$ cat src/rtl/button_pkg.sv
// button_pkg: shared channel state type, default timing constants and counter sizing
// Used by: button_channel, button_conditioner (no ports).
package button_pkg;

    typedef enum logic [1:0] {INIT, UP, DOWN} btn_state_t;

    localparam int DEBOUNCE_DEFAULT = 250000;
    localparam int HOLD_DEFAULT     = 12500000;
    localparam int REPEAT_DEFAULT   = 5000000;

    // One counter width is shared by the debounce and repeat counters so both can hold their largest terminal value.
    function automatic int cnt_width(input int a, input int b, input int c);
        int m;
        m = (a > b) ? a : b;
        m = (m > c) ? m : c;
        return $clog2(m + 1);
    endfunction

endpackage

$ cat src/rtl/button_conditioner_if.sv
// button_conditioner_if: button bus between raw pads, the conditioner and its consumer
// Signals (NUM_BTN bits each):
//   btn_raw       raw pads, 0 = pressed
//   press_ack     consumer clears the matching pending bit
//   btn_level     debounced level, 1 = pressed
//   press_pulse   one-cycle strobe per accepted press
//   press_pending sticky press event
//   overrun       sticky flag: press arrived while still pending
// Modports: master = conditioner side, slave = pad/consumer side.
interface button_conditioner_if #(parameter int NUM_BTN = 4);

    logic [NUM_BTN-1:0] btn_raw;
    logic [NUM_BTN-1:0] press_ack;
    logic [NUM_BTN-1:0] btn_level;
    logic [NUM_BTN-1:0] press_pulse;
    logic [NUM_BTN-1:0] press_pending;
    logic [NUM_BTN-1:0] overrun;

    modport master (input btn_raw, press_ack, output btn_level, press_pulse, press_pending, overrun);
    modport slave (output btn_raw, press_ack, input btn_level, press_pulse, press_pending, overrun);

endinterface

$ cat src/rtl/button_channel.sv
// button_channel: one button (synchronizer, INIT/UP/DOWN debounce FSM, pending/overrun flags)
// Ports: clk, rst_n (async active-low), btn_raw (0 = pressed), press_ack,
//        btn_level, press_pulse, press_pending, overrun.
// Optional feature: define BUTTON_AUTOREPEAT_EN for hold-to-repeat pulses.
module button_channel
    import button_pkg::*;
#(
    parameter int DEBOUNCE_CYCLES = DEBOUNCE_DEFAULT,
    parameter int HOLD_CYCLES     = HOLD_DEFAULT,
    parameter int REPEAT_CYCLES   = REPEAT_DEFAULT
) (
    input  logic clk,
    input  logic rst_n,
    input  logic btn_raw,
    input  logic press_ack,
    output logic btn_level,
    output logic press_pulse,
    output logic press_pending,
    output logic overrun
);

    localparam int CW = cnt_width(DEBOUNCE_CYCLES, HOLD_CYCLES, REPEAT_CYCLES);
    localparam logic [CW-1:0] DEB = CW'(DEBOUNCE_CYCLES);

    logic [1:0]    sync;
    btn_state_t    state;
    logic [CW-1:0] cnt;
    logic          synced;
    logic          moving;
    logic          accept;
    logic          fire;

    assign synced = ~sync[1];
    // INIT and DOWN wait for a released level, UP waits for a pressed one.
    assign moving = (state == UP) ? synced : ~synced;
    assign accept = moving && cnt == DEB;

`ifdef BUTTON_AUTOREPEAT_EN
    localparam logic [CW-1:0] HOLD_LAST = CW'(HOLD_CYCLES - 1);
    localparam logic [CW-1:0] RPT_LAST  = CW'(REPEAT_CYCLES - 1);

    logic [CW-1:0] rcnt;
    logic          rep;

    // A release accepted on the same edge wins over a repeat.
    assign fire = state == DOWN && !accept && rcnt == (rep ? RPT_LAST : HOLD_LAST);

    always_ff @(posedge clk or negedge rst_n) begin
        if (!rst_n) begin
            rcnt <= '0;
            rep  <= 1'b0;
        end else if (state != DOWN || fire) begin
            rcnt <= '0;
            rep  <= state == DOWN;
        end else begin
            rcnt <= rcnt + 1'b1;
        end
    end
`else
    assign fire = 1'b0;
`endif

    always_ff @(posedge clk or negedge rst_n) begin
        if (!rst_n) begin
            sync        <= 2'b11;
            state       <= INIT;
            cnt         <= '0;
            btn_level   <= 1'b0;
            press_pulse <= 1'b0;
        end else begin
            sync        <= {sync[0], btn_raw};
            cnt         <= (moving && !accept) ? cnt + 1'b1 : '0;
            press_pulse <= (state == UP && accept) || fire;
            if (accept) begin
                state     <= (state == UP) ? DOWN : UP;
                btn_level <= state == UP;
            end
        end
    end

    // A coincident ack and pulse leaves the event pending without flagging an overrun.
    always_ff @(posedge clk or negedge rst_n) begin
        if (!rst_n) begin
            press_pending <= 1'b0;
            overrun       <= 1'b0;
        end else begin
            press_pending <= press_pulse || (press_pending && !press_ack);
            overrun       <= !press_ack && (overrun || (press_pulse && press_pending));
        end
    end

endmodule

$ cat src/rtl/button_conditioner.sv
// button_conditioner: NUM_BTN independent debounced button channels on one bus
// Ports: clk, rst_n (async active-low), bus (button_conditioner_if.master).
// Optional feature: define BUTTON_AUTOREPEAT_EN for hold-to-repeat pulses.
module button_conditioner
    import button_pkg::*;
#(
    parameter int NUM_BTN         = 4,
    parameter int DEBOUNCE_CYCLES = DEBOUNCE_DEFAULT,
    parameter int HOLD_CYCLES     = HOLD_DEFAULT,
    parameter int REPEAT_CYCLES   = REPEAT_DEFAULT
) (
    input logic clk,
    input logic rst_n,
    button_conditioner_if.master bus
);

    logic [NUM_BTN-1:0] level;
    logic [NUM_BTN-1:0] pulse;
    logic [NUM_BTN-1:0] pending;
    logic [NUM_BTN-1:0] ovr;

    for (genvar i = 0; i < NUM_BTN; i++) begin : g_ch
        button_channel #(
            .DEBOUNCE_CYCLES(DEBOUNCE_CYCLES),
            .HOLD_CYCLES    (HOLD_CYCLES),
            .REPEAT_CYCLES  (REPEAT_CYCLES)
        ) u_ch (
            .clk          (clk),
            .rst_n        (rst_n),
            .btn_raw      (bus.btn_raw[i]),
            .press_ack    (bus.press_ack[i]),
            .btn_level    (level[i]),
            .press_pulse  (pulse[i]),
            .press_pending(pending[i]),
            .overrun      (ovr[i])
        );
    end

    assign bus.btn_level     = level;
    assign bus.press_pulse   = pulse;
    assign bus.press_pending = pending;
    assign bus.overrun       = ovr;

endmodule

$ cat src/flat_wrapper.sv
// flat-port wrapper written by rule: the top's interface ports become plain ports
module button_conditioner_flat import button_pkg::*;
#(
    parameter int NUM_BTN         = 4,
    parameter int DEBOUNCE_CYCLES = DEBOUNCE_DEFAULT,
    parameter int HOLD_CYCLES     = HOLD_DEFAULT,
    parameter int REPEAT_CYCLES   = REPEAT_DEFAULT
)
  (clk, rst_n, bus_btn_raw, bus_press_ack, bus_btn_level, bus_press_pulse, bus_press_pending, bus_overrun);
  button_conditioner_if #(.NUM_BTN(NUM_BTN)) bus_i ();
  input logic clk;
  input logic rst_n;
  input wire logic [$bits(bus_i.btn_raw)-1:0] bus_btn_raw;
  input wire logic [$bits(bus_i.press_ack)-1:0] bus_press_ack;
  output wire logic [$bits(bus_i.btn_level)-1:0] bus_btn_level;
  output wire logic [$bits(bus_i.press_pulse)-1:0] bus_press_pulse;
  output wire logic [$bits(bus_i.press_pending)-1:0] bus_press_pending;
  output wire logic [$bits(bus_i.overrun)-1:0] bus_overrun;
  assign bus_i.btn_raw = bus_btn_raw;
  assign bus_i.press_ack = bus_press_ack;
  assign bus_btn_level = bus_i.btn_level;
  assign bus_press_pulse = bus_i.press_pulse;
  assign bus_press_pending = bus_i.press_pending;
  assign bus_overrun = bus_i.overrun;
  button_conditioner #(.NUM_BTN(NUM_BTN), .DEBOUNCE_CYCLES(DEBOUNCE_CYCLES), .HOLD_CYCLES(HOLD_CYCLES), .REPEAT_CYCLES(REPEAT_CYCLES)) u_core (.clk(clk), .rst_n(rst_n), .bus(bus_i));
endmodule
$ cat config.mk
export PLATFORM = sky130hd
export DESIGN_NAME = button_conditioner_flat
export DESIGN_NICKNAME = d
export VERILOG_FILES = /design/src/rtl/button_pkg.sv /design/src/rtl/button_conditioner_if.sv /design/src/rtl/button_channel.sv /design/src/rtl/button_conditioner.sv /design/src/flat_wrapper.sv
export SDC_FILE = /design/constraint.sdc
export NUM_CORES = 1
export LEC_CHECK = 0
export ABC_AREA = 1
export BUFFER_PORTS_ARGS = -buffer_cell sky130_fd_sc_hd__buf_2
export CAP_MARGIN = 20
export CORE_UTILIZATION = 60
export DETAILED_ROUTE_END_ITERATION = 8
export PLACE_DENSITY = 0.78
export SLEW_MARGIN = 10
export SYNTH_ARGS = -nofsm -noshare
export SYNTH_HDL_FRONTEND = slang
export SYNTH_SLANG_ARGS = --single-unit
$ cat constraint.sdc
create_clock -name clk -period 1.8 [get_ports clk]
set_input_delay 0.18 -clock clk [delete_from_list [all_inputs] [get_ports clk]]
set_output_delay 0.18 -clock clk [all_outputs]
set_load 0.02 [all_outputs]
Word level (Yosys, flattened, before mapping)
Cells that the tools add are included.

$add $sub $neg: 4. Equality and inequality tests: 8. Mux-type cells: 12. Bitwise gates (word level): 4. Reductions and logical operators: 40.

Operator list (count): 24-bit by 1-bit adder with 24-bit output (second input constant) (4); 24-bit by 18-bit equality test with 1-bit output (second input constant) (4); 24-bit two-way mux (4); 1-bit logical AND (24); 2-bit by 1-bit equality test with 1-bit output (second input constant) (4); 1-bit zero test (8); 1-bit logical OR (8); 2-bit two-way mux (4); 1-bit two-way mux (4); 1-bit NOT (4).

Flip-flop bits (word level): 128. Bits of input ports: 10. Output and inout bits: 16. Logic and storage cells: 96.

Depth between registers and ports, before layout
Gate-level depths: netlist (run 1).

Depth after elaboration: 6. Depth in mapped cells: 10. Depth with buffers taken out: 10.

Modules after synthesis
A second synthesis (run 1) with hierarchy kept.

Cells, all modules: 985. Area total of the unflattened synthesis: 7216.9 µm².

Modules (own cells, without submodules): button_channel (u_core.g_ch[0].u_ch ...) (times used 3, cells each 246, area an instance 1790.5 µm², seq. area each 778.2 µm²); button_channel (u_core.g_ch[1].u_ch) (times used 1, cells each 247, area an instance 1845.5 µm², seq. area each 778.2 µm²).

Worst setup path before layout (run 1)
OpenSTA, ideal clock, no wires.

Path kind: reg2reg. From: reg u_core.g_ch[0].u_ch.cnt[0]. To: reg u_core.g_ch[0].u_ch.cnt[11]. Arrival time: 1.280 ns. Data required time: 1.681 ns. Setup slack: 0.402 ns. Stages on the path, launching flop included: 11. Clock period less this slack: 1.398 ns. Cells stage by stage: dfrtp_1 -> inv_1 -> ha_1 -> inv_1 -> nor2_1 -> nand2_1 -> nor2_1 -> nand3_1 -> nand2_2 -> buf_4 -> nor2_1.

Word-level cells in the longest chain between the ends: 5.

RTL lines: from (decl) (line button_channel.sv:27) `logic [CW-1:0] cnt;`; from (signal assigned) (line button_channel.sv:72) `cnt <= (moving && !accept) ? cnt + 1'b1 : '0;`; parallel branches: the longest is 4 deep, another holds 24-bit by 1-bit adder with 24-bit output; 24-bit two-way mux (*) (line button_channel.sv:72).

Mark *: on every way between the ends. A chain may end at the register's enable or synchronous reset.

Final worst setup path (run 1)
From: reg u_core.g_ch[3].u_ch.cnt[0]. To: reg u_core.g_ch[3].u_ch.state[0].

Word-level cells in the longest chain between the ends: 2.

RTL lines: from (decl) (line button_channel.sv:27); from (signal assigned) (line button_channel.sv:72); 24-bit by 18-bit equality test with 1-bit output (line button_channel.sv:36) `assign accept = moving && cnt == DEB;`; 1-bit logical AND (line button_channel.sv:36); to (signal assigned) (line button_channel.sv:75) `state <= (state == UP) ? DOWN : UP;`; to (decl) (line button_channel.sv:26) `btn_state_t state;`.

No other way between the ends.

==> impl_metrics.ini, run 1 <==
[clocking]
clkLatencyLatePin_ns = 0.42
cts_tree = yes
htreeDepth = 4
cts.sinks = 124
clockBufferDepth = 2
clkSlewWorstSetupHoldPaths_ns = 0.06
clockRootBuffer = clkbuf_16
cts_made_buffers = 17
cts_resized = 0

[timing]
setup_tns_ns = 0
fin_crit_sh = 0.896
slew_headroom = 0.666
worst_hold_slack_ns = 0.269
period_minus_slack_ns = 1.61
worst_slack_ns = 0.188
rsz0062_at_grt = false
fin_skew_ns = 0.00796
finalHoldViolCount = 0
fmax_ghz = 0.620
drv_slew = 0
worst_pin_slew_ns = 0.500
setup_violations = 0

[worst_setup_path]
critical_path.endpoint_type = flop
arrival_ns = 1.92
r2r_slack_ns = 0.19
start_kind = flop
worst-path-max-fanout = 6
worstSetupPathType = flop to flop
cp.required_ns = 2.11

[die]
core_area_um2 = 11600
floorplan.rows = 39
dieHeight_um = 112
io_pins = 26
initial_utilization = 0.624
design.die.area_um2 = 12500
die_x_um = 112

[synth]
synth_top_cell_area_share = 0.402
yosysMostFrequentCell = nand2_1
synth_area_leaders = dfrtp_1 (40%), nand2_1 (15%), nor2_1 (14%)
syn_inst = 1020
ys_ff_latch = 124
synth-edff-count = 0
ys_async_sr_fraction = 1.00
syn_avg_cell_area_um2 = 7.08
ys_seq_area_frac = 0.431
synth_ff_type = dfrtp_1
yosysWarnings = 0
syn_area_um2 = 7220
synth_nets = 1038
synth_top_area_cell = dfrtp_1
synth_top_cells_by_count = nand2_1 (294), nor2_1 (265), dfrtp_1 (116), inv_1 (116), nand3_1 (57)
yosysUniqueCellTypes = 26

[routing]
dr.pass1.iters = 7
ant_nets = 0
wl_per_cell_um = 12.2
drc = 5
wirelength_um = 14900
drt_iter0_markers = 431
vias = 6138
via_per_inst = 5.04

[place]
place_ws_ns = 0.202
place.gp.congestion = 0.891
place_inst = 1178
portBuffers = 25
dp_hpwl_um = 11000

[min_path]
min_path_type = primary input to async pin

[final_layout]
antenna_cells = 0
drive_above_1_share = 0.112
nFillCells = 957
final_cells = 1219
syn2layout_area_growth_pct = 12.8
nets = 1081

[grt]
grt_pass1_vias = 5953
grt_overflow = 0
grt_first_pass_wirelength_um = 26400
grt_max_degree = 54
track_usage = 0.265
antenna_found_initial = 0

[power]
p_leak_nw = 3.73
pwr_density_cell_nw_per_um2 = 801
power.total_mw = 6.52
ir_drop_mv = 0.824

[outcome]
status = complete, but fails checks
violations = design-rule violations

[job]
drv_cap = 0
==> registers in the layout, summed over array words and instances (netlist names) <==
register,cells
u_core.g_ch.u_ch.cnt,96
u_core.g_ch.u_ch.sync,8
u_core.g_ch.u_ch.btn_level,4
u_core.g_ch.u_ch.overrun,4
u_core.g_ch.u_ch.press_pending,4
u_core.g_ch.u_ch.press_pulse,4
u_core.g_ch.u_ch.state,4
==> routing by layer <==
| layer | vias to the layer above | track usage | part of all wire |
|---|---|---|---|
| met3 | 20 | 0.0615 | 0.045 |
| met4 | 0 | 0.0820 | 0.013 |
| li1 | 3164 | - | - |
| met2 | 125 | 0.445 | 0.48 |
| met5 | - | 0 | 0 |
| met1 | 2829 | 0.342 | 0.46 |
==> metrics by stage <==
stage / utilization / cell area (um2)
2_1_floorplan: - / 7220
3_3_place_gp: 0.645 / 7460
3_5_place_dp: 0.645 / 7460
4_1_cts: 0.704 / 8140
5_1_grt: 0.704 / 8140
6_report: 0.704 / 8140
==> worst max-delay path, stage by stage, from the launching register on <==
cell and delay [ns]:
dfrtp_1 0.44, inv_1 0.10, ha_1 0.20, nor3b_1 0.23
nand2_1 0.10, nor2_1 0.18, nand3_1 0.13, nand2_1 0.08
nand2_1 0.05
==> kinds of logic after synthesis <==
family | after synthesis | share of synthesized area
AOI/OAI and AO/OA | 21 | 0.0156
xor gates and xnor gates | 46 | 0.0558
adders and majority gates | 8 | 0.0139
buffers and inverters | 141 | 0.0874
DFF | 124 | 0.431
and+or+nand+nor | 680 | 0.396
==> report_power, final <==
| part | total [mW] | leakage (nW) | switching (mW) | internal [mW] |
|---|---|---|---|---|
| clock network | 3.42 | 0.289 | 1.36 | 2.06 |
| registers | 2.86 | 1.70 | 0.0373 | 2.83 |
| logic | 0.244 | 1.75 | 0.154 | 0.0901 |
==> layout make-up <==
type / instances / area [um2] / share of cell area
multi-input combinational: 755 / 3470 / 0.427
sequential: 124 / 3110 / 0.382
inverter: 116 / 435 / 0.0535
clock buffer: 17 / 425 / 0.0523
timing repair buffer: 49 / 347 / 0.0426
tap: 143 / 179 / 0.0220
clock inverter: 15 / 165 / 0.0203
==> worst paths after layout <==
kind | end | from | depth (start not counted)
max | u_core.g_ch[3].u_ch.state[0] | u_core.g_ch[3].u_ch.cnt[0] | 8
min | u_core.g_ch[2].u_ch.cnt[10] | rst_n | 2
max reg2reg | u_core.g_ch[3].u_ch.state[0] | u_core.g_ch[3].u_ch.cnt[0] | 8
min reg2reg | u_core.g_ch[0].u_ch.sync[1] | u_core.g_ch[0].u_ch.sync[0] | 0
max in group asynchronous | u_core.g_ch[1].u_ch.sync[1] | rst_n | 3
min in group clk | u_core.g_ch[0].u_ch.sync[1] | u_core.g_ch[0].u_ch.sync[0] | 0
==> timing repair <==
item | CTS | global route
buffers inserted | 0 | 0
hold buffers | 9 | 0
hold endpoints to repair | 59 | 0
==> cell usage in the layout (no fill, tap or decap), types with 3 or more instances in the layout <==
| cell | synthesis | final |
|---|---|---|
| inv_1 | 116 | 116 |
| ha_1 | 8 | 8 |
| inv_6 | 0 | 4 |
| nor3b_1 | 3 | 3 |
| nand2_1 | 294 | 294 |
| xnor2_1 | 25 | 25 |
| buf_2 | 0 | 24 |
| nand4_1 | 12 | 12 |
| clkinv_4 | 0 | 6 |
| o21bai_1 | 3 | 3 |
| xor2_1 | 21 | 21 |
| dfrtp_1 | 116 | 116 |
| buf_4 | 23 | 14 |
| dlygate4sd3_1 | 0 | 9 |
| nor2_4 | 9 | 9 |
| nor2_1 | 265 | 265 |
| dfstp_2 | 8 | 8 |
| nand2_2 | 13 | 13 |
| nand3b_1 | 3 | 3 |
| nor3_1 | 3 | 3 |
| a21oi_1 | 8 | 8 |
| clkbuf_16 | 0 | 17 |
| o21ai_0 | 10 | 10 |
| nor2_2 | 14 | 14 |
| nand3_1 | 57 | 57 |
Power figures use the tool's default switching activity.
==> run 2, diff against run 1 <==
--- a/config.mk
+++ b/config.mk
@@ -5,10 +5,11 @@
 export SDC_FILE = /design/constraint.sdc
 export NUM_CORES = 1
 export LEC_CHECK = 0
-export ABC_AREA = 1
+export ABC_AREA = 0
 export BUFFER_PORTS_ARGS = -buffer_cell sky130_fd_sc_hd__buf_2
 export CAP_MARGIN = 20
 export CORE_UTILIZATION = 60
+export CTS_BUF_LIST = sky130_fd_sc_hd__clkbuf_8
 export DETAILED_ROUTE_END_ITERATION = 8
 export PLACE_DENSITY = 0.78
 export SLEW_MARGIN = 10
==> run 2 against run 1 <==
- the run ends with negative setup slack left
- sequential share of layout area increased by 1.7 points
- clock skew increased by 0.0030 ns
- routed wire length decreased by 1.8%
- design area decreased by 4.1%
- non-clock buffer count is 79 higher
- sequential power barely moved
- final cell count down 27%
- clock power is 34% lower
- setup slack worse by 0.32 ns
==> impl_metrics.ini, run 2 <==
[power]
pwr-share-seq = 0.524
swShare = 0.233
p_clk_frac = 0.417
pwr_density_cell_nw_per_um2 = 698
internal_power_mw = 4.18
p_comb_frac = 0.059
ir_drop_mv = 0.519
power.total_mw = 5.45
p_leak_nw = 3.34
p_switching_mw = 1.27

[die]
dieHeight_um = 104
die_x_um = 104
initial_utilization = 0.628
io_pins = 26
design.die.area_um2 = 10800
core_area_um2 = 9910
floorplan.rows = 36

[final_layout]
largest_registers = u_core.g_ch.u_ch.cnt x96, u_core.g_ch.u_ch.sync x8
nets = 766
antenna_cells = 0
stdcell_area_um2 = 7800
syn2layout_area_growth_pct = 25.5
regMostFlops = u_core.g_ch.u_ch.cnt
drive_above_1_share = 0.285
nFillCells = 617
regArea_um2 = 3120
multi_input_area_um2 = 3030
largest_reg_flops = 96
layout_common_cells = dfrtp_1 (114), buf_4 (87), nor2_1 (70), a21oi_1 (37), xnor2_1 (35)
final_common_cell = dfrtp_1
fin_util = 0.788

[routing]
wl_per_cell_um = 16.4
drc = 0
dr.pass1.iters = 5
via_per_inst = 6.00
drt_iter0_markers = 335
wirelength_um = 14600
ant_nets = 0
vias = 5361

[timing]
setup_violations = 53
worst_slack_ns = -0.135
setup_tns_ns = -2.84
finalHoldViolCount = 0
fin_skew_ns = 0.0110
drv_slew = 0
worst_pin_slew_ns = 0.461
rsz0062_at_grt = true
slew_headroom = 0.691
period_minus_slack_ns = 1.94
fin_crit_sh = 1.08
fmax_ghz = 0.517

[worst_setup_path]
start_kind = flop
worst-path-max-fanout = 4
slowest_delay_ns = 0.52
reg2reg_depth = 4
cp.required_ns = 2.14
cp_cell_sequence = or4_1, or4_4, or2_4, o22a_1
worstSetupPathType = flop to flop
crit_path_top_delay_cell = or4_1
r2r_slack_ns = -0.14
critical_path.endpoint_type = flop
arrival_ns = 2.27

[place]
dp_hpwl_um = 9580
place.gp.congestion = 0.827
place_area_um2 = 6990
place_ws_ns = -0.143
portBuffers = 25

[synth]
syn_area_um2 = 6220
yosysWarnings = 0
syn_inst = 638
synth_nets = 656
synth_top_cells_by_count = dfrtp_1 (116), nor2_1 (70), a21oi_1 (42)
synth_ff_type = dfrtp_1
synth_area_leaders = dfrtp_1 (47%), xnor2_1 (4.9%), nor2_1 (4.2%)
ys_async_sr_fraction = 1.00
ys_ff_latch = 124
synth-edff-count = 0
synth_top_cell_area_share = 0.467
yosysMostFrequentCell = dfrtp_1
yosysUniqueCellTypes = 51
syn_avg_cell_area_um2 = 9.75
synth_top_area_cell = dfrtp_1
ys_seq_area_frac = 0.501

[outcome]
status = complete, but fails checks
violations = negative setup slack

[clocking]
cts_tree = yes
clockBufferDepth = 2
cts_made_buffers = 17
clockRootBuffer = clkbuf_8
cts.sinks = 124
clkLatencyLatePin_ns = 0.45
clkSlewWorstSetupHoldPaths_ns = 0.07
htreeDepth = 4

[grt]
antenna_found_initial = 0
grt_pass1_vias = 5293
track_usage = 0.280
grt_overflow = 0
grt_first_pass_wirelength_um = 24000
grt_max_degree = 64

[job]
drv_cap = 0

[min_path]
min_path_type = primary input to async pin
==> run 2: power groups by stage <==
stage / logic (mW) / clock network [mW] / registers [mW]
global route: 0.359 / 2.43 / 2.86
finish: 0.323 / 2.27 / 2.86
floorplan: 0.107 / 0 / 2.90
CTS: 0.287 / 2.30 / 2.85
detailed placement: 0.264 / 0 / 2.90
global placement: 0.251 / 0 / 2.90
==> run 2: repair_timing <==
| item | in CTS | in global routing |
|---|---|---|
| pin swaps | 4 | 14 |
| hold endpoints to repair | 40 | 0 |
| cloned | 0 | 2 |
| setup buffers | 4 | 6 |
| endpoints found under the setup margin | 60 | 90 |
| hold buffers | 9 | 0 |
| resized for setup | 10 | 47 |
==> run 2: final timing paths <==
check,from,to
setup / recovery,u_core.g_ch[3].u_ch.cnt[18],u_core.g_ch[3].u_ch.btn_level
hold / removal,rst_n,u_core.g_ch[0].u_ch.press_pending
setup reg to reg,u_core.g_ch[3].u_ch.cnt[18],u_core.g_ch[3].u_ch.btn_level
hold reg to reg,u_core.g_ch[2].u_ch.sync[0],u_core.g_ch[2].u_ch.sync[1]
max in group asynchronous,rst_n,u_core.g_ch[0].u_ch.sync[0]
min in group clk,u_core.g_ch[2].u_ch.sync[0],u_core.g_ch[2].u_ch.sync[1]
==> run 2: cell families after synthesis <==
logic type	count (synthesis)	share of synthesized area
AOI/OAI and AO/OA	97	0.0936
xor gates and xnor gates	54	0.0761
adders and majority gates	8	0.0161
buffers and inverters	68	0.0551
DFF	124	0.501
and+or+nand+nor	287	0.259
==> run 2: final cells by class <==
| type | instances | share of cell area |
|---|---|---|
| clock buffers | 21 | 0.0370 |
| clock inverters | 11 | 0.00978 |
| inverters | 31 | 0.0149 |
| multi-input cells | 446 | 0.388 |
| flip-flops and latches | 124 | 0.399 |
| well taps | 133 | 0.0213 |
| repair buffers | 128 | 0.130 |
==> run 2: worst max-delay path: cells and delay by family (launching register included) <==
| kind | cells | cell delay (ns) |
|---|---|---|
| flops | 1 | 0.38 |
| compound gates | 1 | 0.21 |
| simple gates | 3 | 1.24 |
==> run 2: through the flow <==
step                      cells  hold WS [ns]
after floorplan             638        -0.116
after global placement      842         0.144
after detailed placement    842         0.149
after CTS                   887         0.204
after global routing        894         0.227
final                       894         0.210
==> run 2: routing by layer <==
| metal | global-route usage | wire, um | vias up |
|---|---|---|---|
| li1 | - | - | 2501 |
| met1 | 0.327 | 6000 | 2631 |
| met2 | 0.490 | 7600 | 191 |
| met3 | 0.0749 | 737 | 38 |
| met4 | 0.109 | 291 | 0 |
| met5 | 0 | 0 | - |
==> run 3, diff against run 2 <==
--- a/config.mk
+++ b/config.mk
@@ -5,13 +5,15 @@
 export SDC_FILE = /design/constraint.sdc
 export NUM_CORES = 1
 export LEC_CHECK = 0
-export ABC_AREA = 0
+export ABC_AREA = 1
 export BUFFER_PORTS_ARGS = -buffer_cell sky130_fd_sc_hd__buf_2
 export CAP_MARGIN = 20
 export CORE_UTILIZATION = 60
 export CTS_BUF_LIST = sky130_fd_sc_hd__clkbuf_8
 export DETAILED_ROUTE_END_ITERATION = 8
 export PLACE_DENSITY = 0.78
+export REMOVE_ABC_BUFFERS = 1
+export SKIP_LAST_GASP = 1
 export SLEW_MARGIN = 10
 export SYNTH_ARGS = -nofsm -noshare
 export SYNTH_HDL_FRONTEND = slang
==> run 3 against run 2 <==
- the run ends with design-rule violations left
- core utilization shrank 10 points
- critical path depth increased by 4
- clock skew is 0.00091 ns higher
- setup slack gained 0.31 ns
- via count is 13% higher
- global-route usage down 2.8 points
- register-to-register slack better by 0.31 ns
- power fell by 1.6%
- routed wire length is 2.5% lower
- design area up 1.2%
- maximum frequency increased by 19%
- critical endpoint unchanged
- largest power group unchanged
- highest routed layer unchanged
==> impl_metrics.ini, run 3 (synthesis results as in run 1) <==
[outcome]
status = complete, but fails checks
violations = design-rule violations

[power]
p_leak_nw = 3.61
pwr_density_cell_nw_per_um2 = 679
ir_drop_mv = 0.558
power.total_mw = 5.36

[worst_setup_path]
crit_path_start = u_core.g_ch[3].u_ch.cnt[0]
r2r_slack_ns = 0.18
cp.required_ns = 2.15
arrival_ns = 1.97
critPathCapture = u_core.g_ch[3].u_ch.btn_level
crit_top_cell = nand2_1
regToRegStartpoint = u_core.g_ch[3].u_ch.cnt[0]
critical_path.endpoint_type = flop
cp_cell_sequence = inv_1, ha_1, nor3b_1, nand2_1, nor2_1, nand3_1, nand2_1, nand2_1
r2r_end = u_core.g_ch[3].u_ch.btn_level
worst-path-max-fanout = 6
worstSetupPathType = flop to flop
reg2reg_depth = 8
slowest_delay_ns = 0.45
crit_path_top_delay_cell = dfrtp_1
start_kind = flop

[timing]
drv_slew = 0
rsz0062_at_grt = false
slew_headroom = 0.738
period_minus_slack_ns = 1.62
fin_crit_sh = 0.902
fmax_ghz = 0.616
fin_skew_ns = 0.0119
worst_pin_slew_ns = 0.393
setup_tns_ns = 0
setup_violations = 0
finalHoldViolCount = 0

[clocking]
postCtsSetupBuffers = 0
cts_made_buffers = 17
clkLatencyLatePin_ns = 0.46
cts_tree = yes
cts.sinks = 124
clockBufferDepth = 2
clockRootBuffer = clkbuf_8
clkSlewWorstSetupHoldPaths_ns = 0.07
htreeDepth = 4

[die]
design.die.area_um2 = 12500
core_area_um2 = 11600
die_x_um = 112
io_pins = 26
dieHeight_um = 112
floorplan.rows = 39
initial_utilization = 0.624

[routing]
wl_per_cell_um = 11.8
dr.pass1.iters = 7
vias = 6066
drc = 5
via_per_inst = 5.01
ant_nets = 0
wirelength_um = 14300
drt_iter0_markers = 392

[final_layout]
multi_input_area_um2 = 3470
regMostFlops = u_core.g_ch.u_ch.cnt
final_common_cell = nand2_1
antenna_cells = 0
largest_registers = u_core.g_ch.u_ch.cnt x96, u_core.g_ch.u_ch.sync x8
largest_reg_flops = 96
layout_common_cells = nand2_1 (294), nor2_1 (265), inv_1 (117), dfrtp_1 (115), nand3_1 (57)
nets = 1073
regArea_um2 = 3110
syn2layout_area_growth_pct = 9.43
final_cells = 1211
drive_above_1_share = 0.106
nFillCells = 1003

[grt]
antenna_found_initial = 0
track_usage = 0.252
grt_first_pass_wirelength_um = 25000
grt_overflow = 0
grt_max_degree = 73
grt_pass1_vias = 5638

[place]
place_inst = 1170
dp_hpwl_um = 10300
portBuffers = 25
place.gp.congestion = 0.934

[min_path]
min_path_type = primary input to async pin

[job]
drv_cap = 0
-- run 3: stage by stage --
step	hold WS (ns)	cell area (um2)	util	worst slack (ns)
2_1_floorplan	-0.116	7020	-	0.255
3_3_place_gp	-0.00260	7440	0.644	0.248
3_5_place_dp	-0.00356	7440	0.644	0.221
4_1_cts	0.0404	7900	0.683	0.196
5_1_grt	0.0552	7900	0.683	0.0424
6_report	0.0663	7900	0.683	0.176
-- run 3: worst min-delay path by stage --
stage	from	endpoint	slack, ns	cells past startpoint
after floorplan	rst_n	u_core.g_ch[0].u_ch.btn_level	-0.12	0
after global placement	rst_n	u_core.g_ch[3].u_ch.cnt[8]	-0.003	1
after detailed placement	rst_n	u_core.g_ch[3].u_ch.cnt[8]	-0.004	1
after CTS	rst_n	u_core.g_ch[3].u_ch.cnt[8]	0.04	2
after global routing	rst_n	u_core.g_ch[3].u_ch.cnt[8]	0.06	2
final	rst_n	u_core.g_ch[3].u_ch.cnt[8]	0.07	2
-- run 3: layer usage --
metal / vias up / GRT usage / wire (um)
li1: 3160 / - / -
met1: 2777 / 0.327 / 6940
met2: 108 / 0.403 / 6530
met3: 21 / 0.0550 / 553
met4: 0 / 0.118 / 230
met5: - / 0 / 0
-- run 3: critical path: cells and delay by family (launching register included) --
family | cells | cell delay [ns]
and+or+nand+nor | 6 | 0.76
DFF | 1 | 0.45
adders and majority gates | 1 | 0.20
buffers and inverters | 1 | 0.10
-- run 3: what timing repair did --
item | in CTS | in global routing
hold endpoints to repair | 132 | 0
setup endpoints to repair | 0 | 1
hold buffers | 9 | 0
resized for setup | 0 | 1
-- run 3: area by class of cell --
type | instances | share of cell area
Tap cell | 143 | 0.0227
Inverter | 116 | 0.0551
Multi-Input combinational cell | 755 | 0.440
Clock inverter | 13 | 0.0128
Timing Repair Buffer | 41 | 0.0421
Clock buffer | 19 | 0.0331
Sequential cell | 124 | 0.394
-- run 3: where the power goes --
part	switching (mW)	total, mW	internal [mW]	leakage [nW]
sequential	0.0374	2.86	2.82	1.69
clock	1.12	2.26	1.14	0.192
combinational	0.151	0.242	0.0913	1.73
total	1.31	5.36	4.06	3.61
